### config.mk
export PLATFORM = sky130hd
export DESIGN_NAME = uart_tx_fifo
export DESIGN_NICKNAME = d
export VERILOG_FILES = /design/src/rtl/uart_tx_fifo.sv
export SDC_FILE = /design/constraint.sdc
export NUM_CORES = 1
export LEC_CHECK = 0
export ABC_AREA = 0
export ABC_CLOCK_PERIOD_IN_PS = 2970
export BUFFER_PORTS_ARGS = -buffer_cell sky130_fd_sc_hd__buf_2
export CORE_MARGIN = 4
export CORE_UTILIZATION = 25
export CTS_CLUSTER_DIAMETER = 100
export DETAILED_ROUTE_END_ITERATION = 8
export PLACE_DENSITY_LB_ADDON = 0.1
export SYNTH_ARGS = -nofsm -noshare
export SYNTH_HDL_FRONTEND = slang
export SYNTH_SLANG_ARGS = --single-unit
### constraint.sdc
create_clock -name clk -period 2.97 [get_ports clk]
set_clock_uncertainty 0.1 [all_clocks]
set_input_delay 0.297 -clock clk [delete_from_list [all_inputs] [get_ports clk]]
set_output_delay 0.297 -clock clk [all_outputs]
set_load 0.02 [all_outputs]
### src/rtl/uart_tx_fifo.sv
// uart_tx_fifo: byte FIFO between the Z80 I/O write decode and the UART
// transmitter. Circular memory with a separate level counter, a registered
// output stage driven by a small FSM, and a sticky overflow flag.
//
// Handshake: tx_data is offered while tx_data_valid is high and is held
// stable until a cycle where tx_data_valid && tx_data_ready are both high;
// that cycle is the one and only transfer of the byte.
//
// Optional build macro UART_TX_FIFO_CRLF_EN: a bare LF (0x0A not preceded
// by a transferred CR) is sent as CR followed by LF.
module uart_tx_fifo #(
    parameter int DEPTH_LOG2 = 4
) (
    input  logic                  clk,
    input  logic                  rst,
    input  logic                  wr_en,
    input  logic [7:0]            wr_data,
    input  logic                  ovf_clr,
    output logic                  full,
    output logic                  empty,
    output logic [DEPTH_LOG2:0]   level,
    output logic                  overflow,
    output logic [7:0]            tx_data,
    output logic                  tx_data_valid,
    input  logic                  tx_data_ready
);

    localparam int DEPTH = 1 << DEPTH_LOG2;
    localparam logic [DEPTH_LOG2:0] LEVEL_FULL = (DEPTH_LOG2 + 1)'(DEPTH);

    typedef enum logic [1:0] {
        S_IDLE = 2'd0,
        S_HOLD = 2'd1
`ifdef UART_TX_FIFO_CRLF_EN
        , S_CR = 2'd2
`endif
    } state_t;

    state_t                state;
    state_t                state_nxt;
    logic [7:0]            mem [DEPTH];
    logic [DEPTH_LOG2-1:0] wr_ptr;
    logic [DEPTH_LOG2-1:0] rd_ptr;
    logic [DEPTH_LOG2:0]   level_q;
    logic [7:0]            tx_data_q;
    logic                  overflow_q;
    logic                  push;
    logic                  pop;
    logic                  load;
    logic [7:0]            load_val;
    logic                  take_head;
    logic                  xfer;
    logic [7:0]            head;
`ifdef UART_TX_FIFO_CRLF_EN
    logic                  last_cr;
    logic                  cr_seen;
`endif

    // full is judged on the registered level, so a write while full is
    // dropped even if a pop happens in the same cycle
    assign full          = (level_q == LEVEL_FULL);
    assign push          = wr_en && !full;
    assign tx_data_valid = (state != S_IDLE);
    assign xfer          = tx_data_valid && tx_data_ready;
    assign head          = mem[rd_ptr];
    assign empty         = (level_q == '0) && !tx_data_valid;
    assign level         = level_q;
    assign overflow      = overflow_q;
    assign tx_data       = tx_data_q;

`ifdef UART_TX_FIFO_CRLF_EN
    // The byte leaving in this cycle's transfer counts as "previous" for the
    // head decision; in S_IDLE the registered flag already holds it.
    assign cr_seen = (state == S_HOLD) ? (tx_data_q == 8'h0D) : last_cr;
`endif

    // Output FSM: decide whether to load the output register and pop the head
    always_comb begin
        state_nxt = state;
        pop       = 1'b0;
        load      = 1'b0;
        load_val  = head;
        take_head = 1'b0;
        case (state)
            S_IDLE: take_head = (level_q != '0);
            S_HOLD: begin
                if (xfer) begin
                    if (level_q != '0) take_head = 1'b1;
                    else               state_nxt = S_IDLE;
                end
            end
`ifdef UART_TX_FIFO_CRLF_EN
            S_CR: begin
                // inserted CR accepted; the LF still at the head goes next
                if (xfer) begin
                    load      = 1'b1;
                    pop       = 1'b1;
                    state_nxt = S_HOLD;
                end
            end
`endif
            default: state_nxt = S_IDLE;
        endcase
        if (take_head) begin
`ifdef UART_TX_FIFO_CRLF_EN
            if (head == 8'h0A && !cr_seen) begin
                load      = 1'b1;
                load_val  = 8'h0D;
                state_nxt = S_CR;
            end else begin
                load      = 1'b1;
                pop       = 1'b1;
                state_nxt = S_HOLD;
            end
`else
            load      = 1'b1;
            pop       = 1'b1;
            state_nxt = S_HOLD;
`endif
        end
    end

    // Storage array; contents are not reset, level gates every read
    always_ff @(posedge clk) begin
        if (push) mem[wr_ptr] <= wr_data;
    end

    // Pointers, level, output register, overflow and FSM state
    always_ff @(posedge clk) begin
        if (rst) begin
            state      <= S_IDLE;
            wr_ptr     <= '0;
            rd_ptr     <= '0;
            level_q    <= '0;
            tx_data_q  <= 8'h00;
            overflow_q <= 1'b0;
        end else begin
            state <= state_nxt;
            if (push) wr_ptr <= wr_ptr + 1'b1;
            if (pop)  rd_ptr <= rd_ptr + 1'b1;
            case ({push, pop})
                2'b10:   level_q <= level_q + 1'b1;
                2'b01:   level_q <= level_q - 1'b1;
                default: level_q <= level_q;
            endcase
            if (load) tx_data_q <= load_val;
            // a dropped write wins over a clear in the same cycle
            if (wr_en && full) overflow_q <= 1'b1;
            else if (ovf_clr)  overflow_q <= 1'b0;
        end
    end

`ifdef UART_TX_FIFO_CRLF_EN
    // Remember whether the most recently transferred byte was a CR
    always_ff @(posedge clk) begin
        if (rst)       last_cr <= 1'b0;
        else if (xfer) last_cr <= (tx_data_q == 8'h0D);
    end
`endif

endmodule

==> results.cfg <==
[logic_synthesis]
synthAdderAreaFrac = 0.0185
synth_compound_area_frac = 0.0640
synth_cell_types = 45
synth_top_cell_by_area = edfxtp_1
syn_nets = 396
synth.mux.area_fraction = 0.118
syn_inst = 374
yosys_register_bits = 151
synth_xor_area_frac = 0.0144
ys_seq_area_frac = 0.705
ys_warn_count = 0
syn_area_um2 = 6100
synth_top_family_by_area = multiplexers
synthSimpleGateAreaFrac = 0.0578
synth_area_per_cell_um2 = 16.3
synth.area.top_cells = edfxtp_1 (63%), dfxtp_1 (7.5%), mux4_2 (5.9%), mux2i_1 (5.7%), nor2_1 (2.6%)
yosys.area.top_type_share = 0.630

[timing]
fin_tns_setup_ns = 0
timing.slew.headroom = 0.433
finalSetupViolCount = 0
final.setup.worst_slack_ns = 0.279
rsz0062_at_grt = no
period_minus_slack_ns = 2.69
hold_viol = 0
tightest_slew_ns = 0.847
fmax_mhz = 372
slew_violations = 0
period_share = 0.906

[grt]
grt_pass1_vias = 3388
grt_pass1_wl_um = 21600
antenna_found_initial = 0
grtUsageTotal = 0.113
grt_overflow_total = 0
grt_start_max_net_pins = 51

[finish]
final_nets = 440
postLayoutCoreUtil = 0.307
fillerInstances = 2345
multi_input_area_um2 = 1690
layout_common_cells = edfxtp_1 (128), nor2_1 (43), mux2i_1 (35)
drive_above_1_share = 0.241
area_growth_pct = 19.6
seqCellArea_um2 = 4310
diodes = 0
final_common_cell = edfxtp_1

[die]
io-pin-count = 30
start_util = 0.257
rows = 56
die_y_um = 164
die_w_um = 164
core_area_um2 = 23800
dieArea_um2 = 27000

[cts]
tritoncts = done
clock_latency_ns = 0.42
cts_buffer_depth = 2
cts_root_buffer = clkbuf_16
htreeDepth = 4
postCtsSetupBuffers = 0
cts_sinks = 151
numCtsBuffers = 17
clk_pin_slew_ns = 0.06
hold_buffers = 0
cts-resized-gates = 0

[routing]
drc = 0
wirelength_um = 14500
viasPerCell = 4.36
wl_per_cell_um = 19.4
ant_nets = 0
detail_route.iter0.violations = 162
routed-via-count = 3269
dr.pass1.iters = 4

[critical_path]
critPathLaunchType = register
cp.arrival_ns = 2.90
crit_required_ns = 3.18
cp_max_fo = 6
path_class = register to register
r2r_cells = 10
worst_setup_path_end_kind = register

[placed_design]
place_hpwl_um = 9470
dpl_worst_slack_ns = 0.272
portBuffers = 29
gp_congestion = 0.756

[pwr]
power.leakage_nw = 2.38
ir_drop_mv = 0.342
finalPower_mw = 6.37
power_density_nw_per_um2 = 874

[worst_hold_path]
whs_path_depth = 4
hp-class = input port to register

[job]
cap_violations = 0

[status]
run_status = finished clean
==> final cells by class <==
| class | instances | share of cell area |
|---|---|---|
| Sequential cell | 151 | 0.590 |
| Multi-Input combinational cell | 196 | 0.231 |
| Clock buffer | 17 | 0.0583 |
| Tap cell | 319 | 0.0547 |
| Timing Repair Buffer | 48 | 0.0429 |
| Clock inverter | 15 | 0.0207 |
| Inverter | 4 | 0.00206 |
==> critical path: stages (launching register included) <==
cell	delay, ns
dfxtp_1	0.39
nor4_4	0.44
a21boi_2	0.12
inv_1	0.09
ha_1	0.19
xor2_1	0.08
ha_1	0.22
o21a_1	0.18
o21a_1	0.16
o32ai_1	0.25
mux2_2	0.36
==> Yosys cell counts <==
| cell type | n |
|---|---|
| buf_1 | 2 |
| or2_2 | 1 |
| o211ai_2 | 2 |
| and3_1 | 2 |
| or3b_1 | 1 |
| nand2_1 | 6 |
| a311o_1 | 1 |
| mux4_2 | 16 |
| and3b_1 | 1 |
| buf_2 | 8 |
| nand3_1 | 1 |
| a31oi_1 | 2 |
| a22oi_1 | 8 |
| a21boi_2 | 1 |
| a21o_1 | 1 |
| mux2_2 | 1 |
| o21ai_0 | 2 |
| inv_1 | 4 |
| nand2b_1 | 4 |
| xor2_1 | 8 |
| o32ai_1 | 1 |
| a21boi_1 | 1 |
| or4_4 | 1 |
| buf_4 | 2 |
| ha_1 | 9 |
| o211ai_1 | 1 |
| xnor2_1 | 2 |
| or3_1 | 2 |
| o22ai_1 | 16 |
| nand3b_1 | 1 |
| nor3_1 | 5 |
| nor2_1 | 43 |
| a21oi_1 | 3 |
| nor3b_1 | 2 |
| buf_6 | 2 |
| a2111oi_0 | 1 |
| nor4_2 | 1 |
| mux2i_1 | 35 |
| o21a_1 | 2 |
| o211ai_4 | 1 |
| a311oi_1 | 8 |
| dfxtp_1 | 23 |
| clkbuf_1 | 9 |
| edfxtp_1 | 128 |
| nor2b_1 | 3 |
==> per-layer routing <==
metal | wire length (um) | vias up | global-route usage | share of wire
li1 | - | 1551 | - | -
met1 | 7120 | 1655 | 0.157 | 0.49
met2 | 6780 | 50 | 0.174 | 0.47
met3 | 482 | 13 | 0.0286 | 0.033
met4 | 168 | 0 | 0.0343 | 0.012
met5 | 0 | - | 0 | 0
==> state kept, by name, summed over array words and instances (netlist names) <==
name,flops
wr_ptr,4
overflow,1
level,5
rd_ptr,4
mem,128
state,1
tx_data,8
==> report_power, final <==
| part | total [mW] | switching, mW | internal [mW] |
|---|---|---|---|
| combinational | 1.66 | 0.977 | 0.680 |
| clock | 2.11 | 0.875 | 1.24 |
| sequential | 2.60 | 0.148 | 2.46 |
==> worst paths after layout <==
path                           start                      end  slack, ns
max            level[0]$_SDFFE_PP0P_    level[4]$_SDFFE_PP0P_       0.28
min                          ovf_clr    overflow$_SDFFE_PP0P_       0.09
max reg2reg    level[0]$_SDFFE_PP0P_    level[4]$_SDFFE_PP0P_       0.28
min reg2reg  tx_data[7]$_SDFFE_PP0P_  tx_data[7]$_SDFFE_PP0P_       0.41
==> logic make-up (layout without fill, tap and decap cells) <==
kind of cell	count (synthesis)	in the layout
AO/OA/AOI/OAI	51	51
XOR/XNOR	10	10
adder cells (fa/ha/maj)	9	9
buffers and inverters	27	84
flip-flops	151	151
multiplexers	52	52
AND/OR/NAND/NOR	74	74
==> through the flow <==
stage               area, um2  std cells  hold slack [ns]
finish                   7300        750           0.0913
global route             7300        750            0.120
CTS                      7300        750           0.0953
detailed placement       6720        718            0.409
global placement         6720        718            0.402
floorplan                6140        374            0.296
(Power assumes the default switching activity.)
